$ cat src/rtl/vid_timing_if.sv
// vid_timing_if: pixel strobe, mode and light pen inputs plus raster timing outputs
interface vid_timing_if;
   logic       PIXEN;
   logic       NTSC;
   logic       LP;
   logic       LPRD;
   logic [8:0] HCNT;
   logic [8:0] VCNT;
   logic       HSYNCL;
   logic       VSYNCL;
   logic       BLANK;
   logic       LINEST;
   logic       FRAMEST;
   logic [8:0] LPH;
   logic [8:0] LPV;
   logic       LPVALID;
   modport master (
      output PIXEN, NTSC, LP, LPRD,
      input  HCNT, VCNT, HSYNCL, VSYNCL, BLANK, LINEST, FRAMEST, LPH, LPV, LPVALID
   );
   modport slave (
      input  PIXEN, NTSC, LP, LPRD,
      output HCNT, VCNT, HSYNCL, VSYNCL, BLANK, LINEST, FRAMEST, LPH, LPV, LPVALID
   );
endinterface

$ cat src/rtl/vid_timing.sv
// vid_timing: raster counters, registered sync/blank/start decodes and light pen latch
module vid_timing #(
   parameter int HTOT      = 384,
   parameter int HDISP     = 256,
   parameter int HSS       = 300,
   parameter int HSW       = 28,
   parameter int VDISP     = 200,
   parameter int VTOT_PAL  = 312,
   parameter int VTOT_NTSC = 262,
   parameter int VSS_PAL   = 260,
   parameter int VSS_NTSC  = 230,
   parameter int VSW       = 3
) (
   input logic         MCK,
   input logic         RESET,
   vid_timing_if.slave bus
);
   logic [8:0] hcnt_q, hcnt_d, vcnt_q, vcnt_d, lph_q, lph_d, lpv_q, lpv_d, vtot_m1, vss;
   logic       ntsc_q, ntsc_d, hsyncl_q, hsyncl_d, vsyncl_q, vsyncl_d, blank_q, blank_d;
   logic       linest_q, linest_d, framest_q, framest_d, lpvalid_q, lpvalid_d;
   logic       lp_s1_q, lp_s1_d, lp_s2_q, lp_s2_d, lp_prev_q, lp_prev_d;
   logic       hwrap, vwrap, det, cap;

   // counter advance and decodes from the next-state counts so outputs line up with HCNT/VCNT
   always_comb begin
      hwrap     = bus.PIXEN && hcnt_q == 9'(HTOT - 1);
      vtot_m1   = ntsc_q ? 9'(VTOT_NTSC - 1) : 9'(VTOT_PAL - 1);
      vwrap     = hwrap && vcnt_q == vtot_m1;
      hcnt_d    = hwrap ? '0 : bus.PIXEN ? hcnt_q + 9'd1 : hcnt_q;
      vcnt_d    = vwrap ? '0 : hwrap ? vcnt_q + 9'd1 : vcnt_q;
      ntsc_d    = vwrap ? bus.NTSC : ntsc_q;
      vss       = ntsc_d ? 9'(VSS_NTSC) : 9'(VSS_PAL);
      hsyncl_d  = !(hcnt_d >= 9'(HSS) && hcnt_d <= 9'(HSS + HSW - 1));
      vsyncl_d  = !(vcnt_d >= vss && vcnt_d <= vss + 9'(VSW - 1));
      blank_d   = hcnt_d >= 9'(HDISP) || vcnt_d >= 9'(VDISP);
      linest_d  = hwrap;
      framest_d = vwrap;
   end

   // light pen: two-flop synchroniser, rising-edge detect; a read strobe re-arms the latch in the same cycle
   always_comb begin
      lp_s1_d   = bus.LP;
      lp_s2_d   = lp_s1_q;
      lp_prev_d = lp_s2_q;
      det       = lp_s2_q && !lp_prev_q;
      cap       = det && (!lpvalid_q || bus.LPRD);
      lph_d     = cap ? hcnt_q : lph_q;
      lpv_d     = cap ? vcnt_q : lpv_q;
      lpvalid_d = cap || (lpvalid_q && !bus.LPRD);
   end

   // state register with asynchronous reset to the idle raster position
   always_ff @(posedge MCK or posedge RESET) begin
      if (RESET) begin
         hcnt_q    <= '0;
         vcnt_q    <= '0;
         ntsc_q    <= 1'b0;
         hsyncl_q  <= 1'b1;
         vsyncl_q  <= 1'b1;
         blank_q   <= 1'b0;
         linest_q  <= 1'b0;
         framest_q <= 1'b0;
         lp_s1_q   <= 1'b0;
         lp_s2_q   <= 1'b0;
         lp_prev_q <= 1'b0;
         lph_q     <= '0;
         lpv_q     <= '0;
         lpvalid_q <= 1'b0;
      end else begin
         hcnt_q    <= hcnt_d;
         vcnt_q    <= vcnt_d;
         ntsc_q    <= ntsc_d;
         hsyncl_q  <= hsyncl_d;
         vsyncl_q  <= vsyncl_d;
         blank_q   <= blank_d;
         linest_q  <= linest_d;
         framest_q <= framest_d;
         lp_s1_q   <= lp_s1_d;
         lp_s2_q   <= lp_s2_d;
         lp_prev_q <= lp_prev_d;
         lph_q     <= lph_d;
         lpv_q     <= lpv_d;
         lpvalid_q <= lpvalid_d;
      end
   end

   assign bus.HCNT    = hcnt_q;
   assign bus.VCNT    = vcnt_q;
   assign bus.HSYNCL  = hsyncl_q;
   assign bus.VSYNCL  = vsyncl_q;
   assign bus.BLANK   = blank_q;
   assign bus.LINEST  = linest_q;
   assign bus.FRAMEST = framest_q;
   assign bus.LPH     = lph_q;
   assign bus.LPV     = lpv_q;
   assign bus.LPVALID = lpvalid_q;
endmodule

$ cat src/flat_wrapper.sv
// flat-port wrapper written by rule: the top's interface ports become plain ports
module vid_timing_flat 
#(
   parameter int HTOT      = 384,
   parameter int HDISP     = 256,
   parameter int HSS       = 300,
   parameter int HSW       = 28,
   parameter int VDISP     = 200,
   parameter int VTOT_PAL  = 312,
   parameter int VTOT_NTSC = 262,
   parameter int VSS_PAL   = 260,
   parameter int VSS_NTSC  = 230,
   parameter int VSW       = 3
)
  (MCK, RESET, bus_PIXEN, bus_NTSC, bus_LP, bus_LPRD, bus_HCNT, bus_VCNT, bus_HSYNCL, bus_VSYNCL, bus_BLANK, bus_LINEST, bus_FRAMEST, bus_LPH, bus_LPV, bus_LPVALID);
  vid_timing_if bus_i ();
  input logic MCK;
  input logic RESET;
  input wire logic [$bits(bus_i.PIXEN)-1:0] bus_PIXEN;
  input wire logic [$bits(bus_i.NTSC)-1:0] bus_NTSC;
  input wire logic [$bits(bus_i.LP)-1:0] bus_LP;
  input wire logic [$bits(bus_i.LPRD)-1:0] bus_LPRD;
  output wire logic [$bits(bus_i.HCNT)-1:0] bus_HCNT;
  output wire logic [$bits(bus_i.VCNT)-1:0] bus_VCNT;
  output wire logic [$bits(bus_i.HSYNCL)-1:0] bus_HSYNCL;
  output wire logic [$bits(bus_i.VSYNCL)-1:0] bus_VSYNCL;
  output wire logic [$bits(bus_i.BLANK)-1:0] bus_BLANK;
  output wire logic [$bits(bus_i.LINEST)-1:0] bus_LINEST;
  output wire logic [$bits(bus_i.FRAMEST)-1:0] bus_FRAMEST;
  output wire logic [$bits(bus_i.LPH)-1:0] bus_LPH;
  output wire logic [$bits(bus_i.LPV)-1:0] bus_LPV;
  output wire logic [$bits(bus_i.LPVALID)-1:0] bus_LPVALID;
  assign bus_i.PIXEN = bus_PIXEN;
  assign bus_i.NTSC = bus_NTSC;
  assign bus_i.LP = bus_LP;
  assign bus_i.LPRD = bus_LPRD;
  assign bus_HCNT = bus_i.HCNT;
  assign bus_VCNT = bus_i.VCNT;
  assign bus_HSYNCL = bus_i.HSYNCL;
  assign bus_VSYNCL = bus_i.VSYNCL;
  assign bus_BLANK = bus_i.BLANK;
  assign bus_LINEST = bus_i.LINEST;
  assign bus_FRAMEST = bus_i.FRAMEST;
  assign bus_LPH = bus_i.LPH;
  assign bus_LPV = bus_i.LPV;
  assign bus_LPVALID = bus_i.LPVALID;
  vid_timing #(.HTOT(HTOT), .HDISP(HDISP), .HSS(HSS), .HSW(HSW), .VDISP(VDISP), .VTOT_PAL(VTOT_PAL), .VTOT_NTSC(VTOT_NTSC), .VSS_PAL(VSS_PAL), .VSS_NTSC(VSS_NTSC), .VSW(VSW)) u_core (.MCK(MCK), .RESET(RESET), .bus(bus_i));
endmodule
$ cat config.mk
export PLATFORM = sky130hd
export DESIGN_NAME = vid_timing_flat
export DESIGN_NICKNAME = d
export VERILOG_FILES = /design/src/rtl/vid_timing_if.sv /design/src/rtl/vid_timing.sv /design/src/flat_wrapper.sv
export SDC_FILE = /design/constraint.sdc
export NUM_CORES = 1
export LEC_CHECK = 0
export CAP_MARGIN = 20
export CORE_ASPECT_RATIO = 1.4
export CORE_MARGIN = 8
export CORE_UTILIZATION = 30
export CTS_CLUSTER_SIZE = 28
export DETAILED_ROUTE_END_ITERATION = 12
export GPL_TIMING_DRIVEN = 0
export PLACE_DENSITY = 0.5
export SLEW_MARGIN = 0
export SYNTH_ARGS = -nofsm -noshare
export SYNTH_HDL_FRONTEND = slang
export SYNTH_SLANG_ARGS = --single-unit
$ cat constraint.sdc
create_clock -name MCK -period 9.1 [get_ports MCK]
set_input_delay 1.82 -clock MCK [delete_from_list [all_inputs] [get_ports MCK]]
set_output_delay 1.82 -clock MCK [all_outputs]
set_load 0.03 [all_outputs]
* Yosys cells after proc, flatten, opt, wreduce, memory -nomap -nowiden *
Index checks and enable logic that the tools add are counted.

cells by class
  reduce and logical (&&, ||, !) cells = 15
  magnitude comparators = 6
  equal/unequal tests = 2
  add/sub/neg operators = 3
  mux-type cells = 7

operators with widths
  cell                                                               number
  2-to-1 mux 9 bit                                                   5
  adder 9 x 1 -> 9 bit, second input constant                        2
  greater-or-equal comparator 9 bit, second input constant           2
  adder 9 x 2 -> 9 bit, second input constant                        1
  equality test 9 bit                                                1
  equality test 9 bit, second input constant                         1
  greater-or-equal comparator 9 x 8 -> 1 bit, second input constant  1
  greater-or-equal comparator 9 bit                                  1
  <= comparator 9 bit                                                1
  <= comparator 9 bit, second input constant                         1
  logical AND 1 bit                                                  7
  2-to-1 mux 6 bit                                                   1
  logical NOT 1 bit                                                  5
  logical OR 1 bit                                                   3
  2-to-1 mux 1 bit                                                   1

storage, ports and cells
  bits in registers = 46
  word-level logic and storage cells = 47
  output and inout port bits = 42
  input port bits = 6

* Longest topological paths before layout *
Gate-level depths: netlist of run 1.

  word-level depth = 9
  depth in mapped cells = 13
  mapped depth without buffers = 13

* Least setup slack after synthesis of run 1 *
OpenSTA, ideal clock, no wires.

  kind = input -> register
  from = in bus_PIXEN
  to = reg u_core.vsyncl_q, in the netlist u_core.bus.VSYNCL
  arrival = 4469 ps
  required time = 9006 ps
  path buffers = 1
  stages = 11
  setup time = 94 ps
  setup slack = 4537 ps
  cells stage by stage = and4_1 -> buf_2 -> nand2_2 -> nor4_4 -> mux2i_1 -> ha_1 -> a21o_1 -> a21o_1 -> a21oi_1 -> a21oi_1 -> or4_1

on the way
  cells in the longest elaborated chain, start to end = 8
  elaborated cells between the ends (all ways) = 11
  classes of those cells = add/sub (1); order compare (2); mux (4); reduce/logical (4)

ends and longest elaborated chain
  what                    line                source
  start: declaration      flat_wrapper.sv:19  input wire logic [$bits(bus_i.PIXEN)-1:0] bus_PIXEN;
  logical AND 1 bit (*)   vid_timing.sv:26    hwrap = bus.PIXEN && hcnt_q == 9'(HTOT - 1);
  logical AND 1 bit       vid_timing.sv:28    vwrap = hwrap && vcnt_q == vtot_m1;
  2-to-1 mux 1 bit        vid_timing.sv:31    ntsc_d = vwrap ? bus.NTSC : ntsc_q;
  2-to-1 mux 9 bit        vid_timing.sv:32    vss = ntsc_d ? 9'(VSS_NTSC) : 9'(VSS_PAL);
  adder 9 x 2 -> 9 bit    vid_timing.sv:34    vsyncl_d = !(vcnt_d >= vss && vcnt_d <= vss + 9'(VSW - 1));
  <= comparator 9 bit     vid_timing.sv:34
  logical AND 1 bit (*)   vid_timing.sv:34
  logical NOT 1 bit (*)   vid_timing.sv:34
  via u_core.vsyncl_d     vid_timing.sv:19    logic ntsc_q, ntsc_d, hsyncl_q, hsyncl_d, vsyncl_q, vsyncl_d, blank_q, blank_d;
  end signal: assignment  vid_timing.sv:74    vsyncl_q <= vsyncl_d;
  end: declaration        vid_timing.sv:19

The timed path passes the listed nets; every way through them passes the cells marked *.
A chain may end at the register's enable or synchronous reset.

* Worst setup path in the final report of run 1 *
Ends and elaborated chain as after synthesis.

==> impl_metrics.py, run 1 <==
metrics = {
    "clock_network": {
        "cts_resized": 0,
        "cts_hold_buf": 0,
        "clk_pin_slew_ns": 0.09,
        "ctsHtreeMaxLevel": 2,
        "clock_path_buffers": 2,
        "cts_tree": "done",
        "cts_setup_buffers": 0,
        "cts_sinks": 46,
        "cts_inserted_buffers": 5,
        "cts_root_buffer": "clkbuf_8",
        "clk_latency_ns": 0.30,
    },
    "detailed_routing": {
        "wl_per_cell_um": 15.7,
        "drtPass1Iterations": 4,
        "vias": 1736,
        "viasPerCell": 4.81,
        "drc": 0,
        "drt_iter0_drc": 31,
        "antenna_left": 0,
        "drt_wl_total_mm": 5.67,
    },
    "synthesis": {
        "synth_area_um2": 2300,
        "ys_types": 46,
        "synthesis.instances": 205,
        "synth_warnings": 0,
        "ys_seq_area_share_pct": 50.2,
        "syn_area_per_cell_um2": 11.2,
        "syn_nets": 221,
        "synth_seq_cells": 46,
    },
    "setup_path": {
        "crit_type": "input port to register",
        "rr_endpoint": "u_core.bus.VSYNCL",
        "reg2regPathDepth": 12,
        "startpoint_type": "input port",
        "worstPathRequired_ns": 9.32,
        "rr_startpoint": "u_core.bus.HCNT[0]",
        "worst_setup_path_end_kind": "register",
        "reg2reg_slack_ns": 5.20,
        "path_cells": "clkdlybuf4s50_1 -> and4_1 -> buf_2 -> nand2_2 -> nor4_4 -> mux2i_1 -> ha_1 -> a21o_1 -> a21o_1 -> a21oi_1 -> a21oi_1 -> or4_1",
        "cp_max_fo": 8,
        "slowest_stage": "clkdlybuf4s50_1",
        "cp.arrival_ns": 5.61,
        "slowest_delay_ns": 0.63,
    },
    "timing": {
        "setup_tns_ns": 0,
        "fin_skew_ns": 0.00736,
        "hold_viol_final": 0,
        "worstMarginPinSlew_ns": 0.552,
        "rsz0062_at_grt": "false",
        "drv_slew": 0,
        "post-route-min-period_ns": 5.39,
        "timing.fmax_ghz": 0.186,
        "setup_violations": 0,
        "maxSlewHeadroom_pct": 62.2,
        "post-route-period-util_pct": 59.2,
    },
    "floorplan": {
        "coreArea_um2": 7610,
        "die_w_um": 90.0,
        "die-height_um": 120,
        "io_pins": 48,
        "start_util_pct": 30.2,
        "design.die.area_um2": 10800,
        "row_count": 38,
    },
    "grt": {
        "overflow": 0,
        "grt_max_degree": 25,
        "grt_pass1_vias": 1850,
        "antenna_found_initial": 0,
        "grt_use_total_pct": 11.1,
        "grt_pass1_wl_mm": 9.66,
    },
    "cells_and_area": {
        "antenna_cells": 0,
        "fill_cells": 763,
        "drive_above_1_share_pct": 16.9,
        "nets": 276,
        "layout_common_cells": "clkdlybuf4s50_1 (47), dfrtp_1 (44), mux2_2 (18), nor2_1 (17)",
        "final_common_cell": "clkdlybuf4s50_1",
        "final_design_area_no_fill_um2": 3020,
        "syn2layout_area_growth_pct": 31.2,
    },
    "power": {
        "p_per_area_nw_per_um2": 199,
        "leakage_uw": 0.00130,
        "max-vdd-ir-drop_uv": 94.9,
    },
    "hold_path": {
        "hold_depth": 0,
        "hp-class": "register to register",
        "hold_end": "u_core.lp_prev_d",
        "hp-start": "u_core.lp_s1_q",
    },
    "placement": {
        "place_congestion": 0.836,
        "placement.cell_area_um2": 2920,
        "port-buffer-count": 47,
        "place_hpwl_mm": 4.37,
    },
    "run_status": {
        "status": "finished, final reports clean",
    },
    "job": {
        "drv_cap": 0,
    },
}
## power by group
| group | switching, µW | internal [µW] |
|---|---|---|
| logic | 107 | 90.5 |
| registers | 34.8 | 235 |
| clock network | 71.5 | 61.1 |
## cells in the mapped netlist, drive strengths merged
cell,instances,area [µm²]
o22ai,1,6.26
a31oi,1,6.26
a311oi,1,8.76
dfstp,2,52.6
clkbuf,3,11.3
nand4,4,40.0
and4b,1,10.0
mux2,18,203
xor2,5,43.8
or3b,1,8.76
o21bai,1,7.51
o311a,1,10.0
nor3,2,10.0
xnor2,9,78.8
nor2,17,63.8
inv,8,30.0
nor3b,2,15.0
dfrtp,44,1100
nand2,12,47.6
and3,1,6.26
buf,5,23.8
a22o,1,8.76
nor4b,1,8.76
nand3,10,50.1
nand3b,2,15.0
a211oi,2,15.0
or3,2,12.5
a21oi,12,63.8
ha,10,125
nor4,3,33.8
nand2b,2,12.5
or4,4,33.8
or4b,2,23.8
a21o,4,30.0
o21ai,5,28.8
or2,1,6.26
and4,2,17.5
mux2i,3,30.0
## flip-flops by register name, indices dropped and copies added (netlist names), 9 cells and up
name	count
u_core.bus.HCNT	9
u_core.bus.LPH	9
u_core.bus.LPV	9
u_core.bus.VCNT	9
## worst max-delay path: cells and delay by family
| family | cells | cell delay (ns) |
|---|---|---|
| multiplexers | 1 | 0.57 |
| AO/OA/AOI/OAI | 4 | 0.64 |
| buffers and inverters | 2 | 0.80 |
| AND/OR/NAND/NOR | 4 | 1.44 |
| adder cells (fa/ha/maj) | 1 | 0.34 |
## worst max path at each step
stage	from	end	slack, ns	depth (start not counted)
floorplan	bus_PIXEN	u_core.bus.VSYNCL	4.54	11
global placement	bus_PIXEN	u_core.bus.VSYNCL	3.35	12
detailed placement	bus_PIXEN	u_core.bus.VSYNCL	3.35	12
CTS	bus_PIXEN	u_core.bus.VSYNCL	3.66	12
global route	bus_PIXEN	u_core.bus.VSYNCL	3.47	12
finish	bus_PIXEN	u_core.bus.VSYNCL	3.71	12
## layer usage
metal  vias up  share of wire (%)  global-route usage, %  wire length [µm]
met2        29                 52                   19.6              2970
met1       859                 41                   11.9              2310
met4         0                2.0                   5.54               116
met3         7                4.8                   3.19               271
met5         -                  0                      0                 0
li1        841                  -                      -                 -
## cell families after synthesis
family                     count (synthesis)  share of synthesized area, %
adders and majority gates                 10                          5.44
AOI/OAI and AO/OA                         29                          8.05
muxes                                     21                          10.1
DFF                                       46                          50.2
xor gates and xnor gates                  14                          5.33
and+or+nand+nor                           69                          18.1
buffers and inverters                     16                          2.83
## cell type report
type                       instances  area (µm²)  area share (%)
tap                              100         125            4.15
clock inverter                     2        12.5           0.415
timing repair buffer              48         498            16.5
buffer                             8        35.0            1.16
sequential                        46        1150            38.2
multi-input combinational        143        1080            35.8
inverter                           8        30.0           0.995
clock buffer                       6        82.6            2.74
## stage by stage
stage	instances	util [%]	total power, µW	hold slack, ns	setup WS [ns]
4_1_cts	361	39.7	611	0.391	3.66
2_1_floorplan	205	-	391	0.331	4.54
5_1_grt	361	39.7	633	0.408	3.47
6_report	361	39.7	601	0.385	3.71
3_5_place_dp	353	38.4	476	0.371	3.35
3_3_place_gp	352	38.1	472	0.340	3.35
No activity file was read; power rests on OpenSTA's default activity.
==> run 2: changes to the inputs <==
clock period = 5.3 ns   (was 9.1 ns; I/O delays follow)
==> results of run 2 <==
Same layout as run 1 (identical final DEF). Status: finished, final reports clean.
Main changes from that run: setup slack after placement 3.35 ns -> 0.309 ns; setup slack after layout 3.71 ns -> 0.670 ns; register-to-register setup slack 5.20 ns -> 1.40 ns; total power 601 µW -> 1030 µW; worst IR drop on VDD 94.9 µV -> 163 µV
